--- src/rtl/wb_master_pkg.sv ---
// Shared definitions for the Wishbone burst master: cycle-type encodings and FSM states.
package wb_master_pkg;

    localparam logic [2:0] CTI_CLASSIC = 3'b000;
    localparam logic [2:0] CTI_INCR    = 3'b010;
    localparam logic [2:0] CTI_EOB     = 3'b111;

    typedef enum logic [1:0] {
        IDLE,
        BUS,
        DONE
    } state_t;

endpackage

--- src/rtl/wb_ack_watchdog.sv ---
// Ack watchdog for wb_burst_master: flags a stalled strobe after TIMEOUT_CYC cycles.
// Only built when WB_MASTER_TIMEOUT_EN is defined.
`ifdef WB_MASTER_TIMEOUT_EN
module wb_ack_watchdog #(
    parameter int TIMEOUT_CYC = 255
) (
    input  logic clk,
    input  logic rst_n,
    input  logic stb,
    input  logic ack,
    output logic timeout
);

    localparam int CW = $clog2(TIMEOUT_CYC + 1);

    logic [CW-1:0] cnt;

    // Counts consecutive strobe cycles without a qualifying ack.
    always_ff @(posedge clk) begin
        if (!rst_n) begin
            cnt <= '0;
        end else if (!stb || ack) begin
            cnt <= '0;
        end else begin
            cnt <= cnt + 1'b1;
        end
    end

    assign timeout = stb & ~ack & (cnt == CW'(TIMEOUT_CYC - 1));

endmodule
`endif

--- src/rtl/wb_burst_master.sv ---
// Wishbone B3 initiator issuing single or incrementing-burst reads/writes from a command port.
// Optional ack watchdog with abort reporting is enabled by defining WB_MASTER_TIMEOUT_EN.
module wb_burst_master
    import wb_master_pkg::*;
#(
    parameter int dw          = 32,
    parameter int APP_AW      = 26,
    parameter int TIMEOUT_CYC = 255
) (
    input  logic              wb_clk_i,
    input  logic              wb_rst_n,
    input  logic              init_done_i,
    input  logic              cmd_valid_i,
    output logic              cmd_ready_o,
    input  logic              cmd_we_i,
    input  logic [APP_AW-1:0] cmd_addr_i,
    input  logic [3:0]        cmd_len_i,
    input  logic              wdat_valid_i,
    input  logic [dw-1:0]     wdat_i,
    input  logic [dw/8-1:0]   wdat_sel_i,
    output logic              wdat_ready_o,
    output logic              rdat_valid_o,
    output logic [dw-1:0]     rdat_o,
    output logic              done_o,
    output logic              err_o,
    output logic              wb_cyc_o,
    output logic              wb_stb_o,
    output logic              wb_we_o,
    output logic [APP_AW-1:0] wb_addr_o,
    output logic [dw-1:0]     wb_dat_o,
    output logic [dw/8-1:0]   wb_sel_o,
    output logic [2:0]        wb_cti_o,
    input  logic              wb_ack_i,
    input  logic [dw-1:0]     wb_dat_i
);

    state_t            state;
    state_t            state_nxt;
    logic              we_q;
    logic              burst_q;
    logic [APP_AW-1:0] addr_q;
    logic [3:0]        cnt_q;
    logic              in_bus;
    logic              stb_int;
    logic              beat;
    logic              accept;
    logic              timeout_hit;

    assign in_bus      = (state == BUS);
    assign stb_int     = in_bus & (we_q ? wdat_valid_i : 1'b1);
    assign beat        = stb_int & wb_ack_i;
    assign cmd_ready_o = (state == IDLE) & init_done_i & wb_rst_n;
    assign accept      = cmd_valid_i & cmd_ready_o;

`ifdef WB_MASTER_TIMEOUT_EN
    logic err_q;

    wb_ack_watchdog #(
        .TIMEOUT_CYC (TIMEOUT_CYC)
    ) u_watchdog (
        .clk     (wb_clk_i),
        .rst_n   (wb_rst_n),
        .stb     (stb_int),
        .ack     (beat),
        .timeout (timeout_hit)
    );

    // Remembers that the command ended by abort so err_o lines up with done_o.
    always_ff @(posedge wb_clk_i) begin
        if (!wb_rst_n) begin
            err_q <= 1'b0;
        end else begin
            err_q <= timeout_hit;
        end
    end

    assign err_o = (state == DONE) & err_q;
`else
    assign timeout_hit = 1'b0;
    assign err_o       = 1'b0;
`endif

    always_ff @(posedge wb_clk_i) begin
        if (!wb_rst_n) begin
            state        <= IDLE;
            we_q         <= 1'b0;
            burst_q      <= 1'b0;
            addr_q       <= '0;
            cnt_q        <= '0;
            rdat_o       <= '0;
            rdat_valid_o <= 1'b0;
        end else begin
            state        <= state_nxt;
            rdat_valid_o <= beat & ~we_q;
            if (beat && !we_q) begin
                rdat_o <= wb_dat_i;
            end
            if (accept) begin
                we_q    <= cmd_we_i;
                burst_q <= (cmd_len_i != 4'd0);
                addr_q  <= cmd_addr_i;
                cnt_q   <= cmd_len_i;
            end else if (beat) begin
                // Address wraps silently at the top of the byte-address space.
                addr_q <= addr_q + APP_AW'(dw / 8);
                cnt_q  <= cnt_q - 4'd1;
            end
        end
    end

    always_comb begin
        state_nxt    = state;
        wdat_ready_o = 1'b0;
        done_o       = 1'b0;
        wb_cyc_o     = 1'b0;
        wb_stb_o     = 1'b0;
        wb_we_o      = 1'b0;
        wb_addr_o    = '0;
        wb_dat_o     = '0;
        wb_sel_o     = '0;
        wb_cti_o     = CTI_CLASSIC;
        case (state)
            IDLE: begin
                if (accept) begin
                    state_nxt = BUS;
                end
            end
            BUS: begin
                wb_cyc_o     = 1'b1;
                wb_stb_o     = stb_int;
                wb_we_o      = we_q;
                wb_addr_o    = addr_q;
                wb_dat_o     = we_q ? wdat_i : '0;
                wb_sel_o     = we_q ? wdat_sel_i : '1;
                wb_cti_o     = !burst_q ? CTI_CLASSIC :
                               (cnt_q == 4'd0) ? CTI_EOB : CTI_INCR;
                wdat_ready_o = beat & we_q;
                if ((beat && cnt_q == 4'd0) || timeout_hit) begin
                    state_nxt = DONE;
                end
            end
            DONE: begin
                done_o    = 1'b1;
                state_nxt = IDLE;
            end
            default: begin
                state_nxt = IDLE;
            end
        endcase
    end

endmodule
--- config.mk ---
export PLATFORM = sky130hd
export DESIGN_NAME = wb_burst_master
export DESIGN_NICKNAME = d
export VERILOG_FILES = /design/src/rtl/wb_master_pkg.sv /design/src/rtl/wb_ack_watchdog.sv /design/src/rtl/wb_burst_master.sv
export SDC_FILE = /design/constraint.sdc
export NUM_CORES = 1
export LEC_CHECK = 0
export BUFFER_PORTS_ARGS = -buffer_cell sky130_fd_sc_hd__buf_2
export CAP_MARGIN = 20
export CORE_ASPECT_RATIO = 0.9
export CORE_MARGIN = 4
export CORE_UTILIZATION = 39
export DETAILED_ROUTE_END_ITERATION = 12
export GPL_TIMING_DRIVEN = 1
export PLACE_DENSITY = 0.88
export SYNTH_ARGS = -nofsm -noshare
export SYNTH_HDL_FRONTEND = slang
export SYNTH_SLANG_ARGS = --single-unit
--- constraint.sdc ---
create_clock -name wb_clk_i -period 1.6 [get_ports wb_clk_i]
set_input_delay 0.08 -clock wb_clk_i [delete_from_list [all_inputs] [get_ports wb_clk_i]]
set_output_delay 0.08 -clock wb_clk_i [all_outputs]
set_load 0.01 [all_outputs]
# --- After elaboration in Yosys (flattened, before gate mapping) ---
# Index checks and enable logic that the tools add are counted.
totals:
  out_inout_bits: 105
  word_cells: 50
  ff_bits: 67
op_classes:
  bitwise_logic: 8
  add_sub_neg: 2
  reduce_logical: 8
  n_eq_ne: 4
  n_mux: 21
op_table:
  columns: ["op", "n"]
  rows:
  - ["2-to-1 mux 26 bit", 3]
  - ["2-to-1 mux 32 bit", 2]
  - ["adder 26 x 3 -> 26 bit, second input constant", 1]
  - ["2-to-1 mux 4 bit", 4]
  - ["2-to-1 mux 3 bit", 3]
  - ["AND 1 bit", 7]
  - ["2-to-1 mux 1 bit", 6]
  - ["zero test 4 bit", 1]
  - ["2-to-1 mux 2 bit", 2]
  - ["one-hot mux 2 bit (2 select lines)", 1]
  - ["nonzero test 4 bit", 1]
  - ["subtractor 4 x 1 -> 4 bit, second input constant", 1]
  - ["== test 2 x 1 -> 1 bit, second input constant", 1]
  - ["== test 2 bit, second input constant", 1]
  - ["logical AND 1 bit", 2]
  - ["zero test 2 bit", 1]
  - ["!= test 2 x 1 -> 1 bit, second input constant", 1]
  - ["!= test 2 bit, second input constant", 1]
  - ["AND reduction 2 bit", 1]
  - ["nonzero test 2 bit", 1]
  - ["zero test 1 bit", 1]
  - ["NOT 1 bit", 1]

# --- Longest topological paths before layout ---
logic_depth:
  depth_word: 6
  depth_mapped: 7
  mapped_depth_nobuf: 7

# --- Worst setup path before layout ---
# OpenSTA, ideal clock, no wires.
synth_path:
  path_kind: "register to register"
  from: "register addr_q[2]"
  to: "register addr_q[17]"
  path_stages_with_launch: 6
  arrival_ns: 1.647
  required_ns: 1.509
  slack_ns: -0.138
  setup_ns: 0.091
  period_less_slack_ns: 1.738
  n_path_buf: 1
  path_cell_list: "dfxtp_1 > nand4_1 > or4b_1 > buf_6 > or3_1 > a311oi_1"
synth_via:
  elab_chain_cells: 3
synth_rtl:
  columns: ["item", "line", "source"]
  rows:
  - ["start, declared", "wb_burst_master.sv:41", "logic [APP_AW-1:0] addr_q;"]
  - ["start signal, assigned", "wb_burst_master.sv:101", "addr_q <= cmd_addr_i;"]
  - ["start signal, assigned", "wb_burst_master.sv:105", "addr_q <= addr_q + APP_AW'(dw / 8);"]
  - ["adder 26 x 3 -> 26 bit", "wb_burst_master.sv:105", null]
  - ["2-to-1 mux 26 bit", "wb_burst_master.sv:103", "end else if (beat) begin"]
  - ["2-to-1 mux 26 bit", "wb_burst_master.sv:98", "if (accept) begin"]
# Every way passes these cells. The select of a mux whose other input is x is not followed.
# A chain may end at the register's enable or synchronous reset.

# --- Worst setup path after layout ---
layout_path:
  from: "register state[1]"
  to: "register addr_q[4]"
layout_via:
  elab_chain_cells: 5
  word_cells_on_any_way: 9
  classes_between: "eq/ne (1); mux (1); bitwise (5); reduce/logical (2)"
layout_rtl:
  columns: ["item", "line", "source"]
  rows:
  - ["start, declared", "wb_burst_master.sv:37", "state_t state;"]
  - ["start signal, assigned", "wb_burst_master.sv:93", "state <= state_nxt;"]
  - ["zero test 2 bit", "wb_burst_master.sv:52", "assign cmd_ready_o = (state == IDLE) & init_done_i & wb_rst_n;"]
  - ["AND 1 bit (2 in a row)", "wb_burst_master.sv:52", null]
  - ["AND 1 bit", "wb_burst_master.sv:53", "assign accept = cmd_valid_i & cmd_ready_o;"]
  - ["2-to-1 mux 26 bit or nonzero test 2 bit (tied branches)", null, null]
# Several ways; a longest one is shown, not always the timed one.

==> results.ini <==
[outcome]
status = complete, but fails checks
violations = setup timing

[min_path]
hold_path.class = in -> reg
min_from = cmd_addr_i[14]

[die]
die_h_um = 95.57
rows = 31
initial_core_util_pct = 40.61
io_pins = 210
die_w_um = 105.3
die_area_um2 = 10060
coreArea_um2 = 8184

[clock_tree]
clkTransAtPathRegs_ps = 70
clockBufferDepth = 2
cts_buffers = 9
cts_htree_levels = 3
worstSkewPairLatency_ps = 350
clkSinkCount = 67
cts.root.buffer_cell = clkbuf_8
cts_tree = built

[placed_design]
gp_congestion = 0.9844
placed_cells = 778
dp_hpwl_mm = 9.483
portBuffers = 208

[routing]
firstDrtPassIters = 6
num_vias = 4863
drtIter0Drc = 380
wl_per_cell_um = 21.06
drcViolationCount = 0
wirelength_mm = 18.22
vias_per_cell = 5.622
ant_nets = 0

[logic_synthesis]
syn_nets = 552
synthCells = 445
yosys_warnings = 0
synth.avg_cell_area_um2 = 7.468
async_flop_share_pct = 0
synth-edff-count = 0
ys_ff_latch = 67
synth-main-ff-cell = dfxtp_1
synth.distinct_cells = 40
yosysSeqAreaShare_pct = 40.36
syn_area_um2 = 3323

[timing]
fin_crit_sh_pct = 116.0
whs_ps = 10.96
fin_worst_skew_ps = 8.456
slew_viol_final = 0
fmax_mhz = 538.9
setup_viol = 116
setup_ws_ps = -255.7
hold_viol = 0
period_minus_slack_ps = 1856
rsz0062_at_grt = yes

[layout]
drive_gt1_share_pct = 52.47
fin_nets = 851
num-fill-cells = 447
seq_area_um2 = 1349
syn2layout_area_growth_pct = 99.06
multi_input_area_um2 = 2272
instances_no_fill = 865

[power]
switching_share_pct = 29.12
clkPwrFrac_pct = 33.0
p_seq_share_pct = 41.8
p_int_mw = 3.065
pwr_density_cell_nw_per_um2 = 653.7
switching_power_mw = 1.259
p_leak_nw = 3.089
p_comb_share_pct = 25.2
ir_worst_vdd_v = 0.0005836

[setup_path]
worst-endpoint-arrival_ps = 2080
start_kind = register
crit_required_ps = 1830
worstSetupPathType = reg -> reg
cp_max_fo = 5
crit_start = state[1]$_SDFFE_PN0P_
rr_startpoint = state[1]$_SDFFE_PN0P_
critPathCaptureType = register

[grt]
grt_max_degree = 42
grt_usage_pct = 29.08
grt_pass1_wl_mm = 22.99
antenna_found_initial = 1
grt_overflow = 0
first_global_vias = 4562

[run]
max_cap_violations = 0

[cell type report]
| cell class | instances | share of cell area (%) |
|---|---|---|
| Tap cell | 115 | 2.175 |
| Multi-Input combinational cell | 328 | 34.35 |
| Sequential cell | 67 | 20.39 |
| Timing Repair Buffer | 321 | 39.08 |
| Clock inverter | 4 | 0.7566 |
| Inverter | 17 | 1.021 |
| Antenna cell | 1 | 0.03783 |
| Clock buffer | 12 | 2.194 |
[through the flow]
stage / utilization [%] / power [mW] / area (um2) / setup slack, ps / setup TNS [ps]
after floorplan: - / 2.143 / 3332 / -99.73 / -138.8
after global placement: 58.08 / 2.481 / 4753 / -68.30 / -200.8
after detailed placement: 58.08 / 2.507 / 4753 / -169.5 / -1371
after CTS: 72.91 / 4.111 / 5967 / -175.7 / -9911
after global routing: 80.83 / 4.456 / 6615 / -288.3 / -24380
final: 80.83 / 4.324 / 6615 / -255.7 / -18440
[power by group through the flow]
stage	registers, mW	logic, mW	clock network (mW)
floorplan	1.85	0.292	0
global placement	1.83	0.650	0
detailed placement	1.84	0.671	0
CTS	1.80	0.876	1.44
global route	1.81	1.14	1.50
finish	1.81	1.09	1.43
[registers in the layout, indices dropped and copies added, names as in the netlist]
register	cells
addr_q	26
burst_q	1
cnt_q	4
rdat_o	32
rdat_valid_o	1
state	2
we_q	1
[Yosys cell counts (2+ instances only)]
library cell / count / share of area [%]
nand2b_1: 2 / 0.38
nand4_1: 6 / 1.1
nor2_1: 28 / 3.2
a32oi_1: 2 / 0.53
nand3_1: 5 / 0.75
buf_4: 2 / 0.45
a22oi_1: 2 / 0.45
o31ai_1: 2 / 0.45
dfxtp_1: 67 / 40
and3_1: 35 / 6.6
nor4_1: 2 / 0.38
clkbuf_1: 30 / 3.4
ha_1: 2 / 0.75
o21ai_1: 2 / 0.30
inv_1: 16 / 1.8
xnor2_1: 17 / 4.5
a221oi_1: 3 / 0.79
or3_1: 3 / 0.56
and2_1: 26 / 4.9
and4_1: 3 / 0.79
nor3_1: 10 / 1.5
a311oi_1: 2 / 0.53
a211oi_1: 2 / 0.45
nand2_1: 91 / 10
o21ai_0: 17 / 2.6
a21oi_1: 54 / 8.1
[routing by layer]
metal	vias up	track usage [%]	share of wire, %
li1	2104	-	-
met1	2306	30.80	35
met3	100	7.177	8.7
met5	-	0	0
met2	353	52.87	51
met4	0	17.16	5.9
[worst paths after layout]
| path | endpoint | slack (ps) | cells past startpoint |
|---|---|---|---|
| worst max register to register | addr_q[4]$_SDFFE_PN0P_ | -260 | 8 |
| worst max-delay path | addr_q[4]$_SDFFE_PN0P_ | -260 | 8 |
| worst min register to register | rdat_o[30]$_SDFFE_PN0P_ | 450 | 2 |
| worst min-delay path | addr_q[14]$_SDFFE_PN0P_ | 10 | 3 |
[cell usage in the layout (no fill, tap or decap), drive strengths merged, types with 5 or more instances in the layout]
| cell | netlist | final |
|---|---|---|
| xnor2 | 17 | 17 |
| nand3 | 5 | 5 |
| nor3 | 10 | 10 |
| inv | 16 | 15 |
| and3 | 35 | 35 |
| o21ai | 19 | 19 |
| nand4 | 6 | 6 |
| and2 | 27 | 27 |
| clkbuf | 30 | 16 |
| a21oi | 54 | 54 |
| nor2 | 28 | 28 |
| dfxtp | 67 | 67 |
| nand2 | 91 | 91 |
| buf | 3 | 273 |
| dlygate4sd3 | 0 | 44 |
[worst max-delay path, stage by stage, from the launching register on]
cell	delay (ps)
dfxtp_2	330
nand2b_4	130
buf_6	110
clkinvlp_4	180
and3_2	320
buf_4	180
buf_4	140
a32oi_1	240
a21oi_1	100
[kinds of logic (layout without fill, tap and decap cells)]
kind of cell / after synthesis / after routing / share of synthesized area, %
and+or+nand+nor: 218 / 218 / 32.94
AOI/OAI and AO/OA: 88 / 88 / 14.68
DFF: 67 / 67 / 40.36
buffers and inverters: 50 / 354 / 6.099
xor gates and xnor gates: 18 / 18 / 4.744
adders and majority gates: 2 / 2 / 0.7529
other: 1 / 2 / 0.1128
muxes: 1 / 1 / 0.3012
[repair_timing]
action,in CTS,in global routing
endpoints found under the hold margin,44,0
endpoints found under the setup margin,80,121
resized for setup,81,108
hold buffers,44,0
pin swaps,25,51
setup buffers,15,3
cloned,3,5
Power figures use the tool's default switching activity.
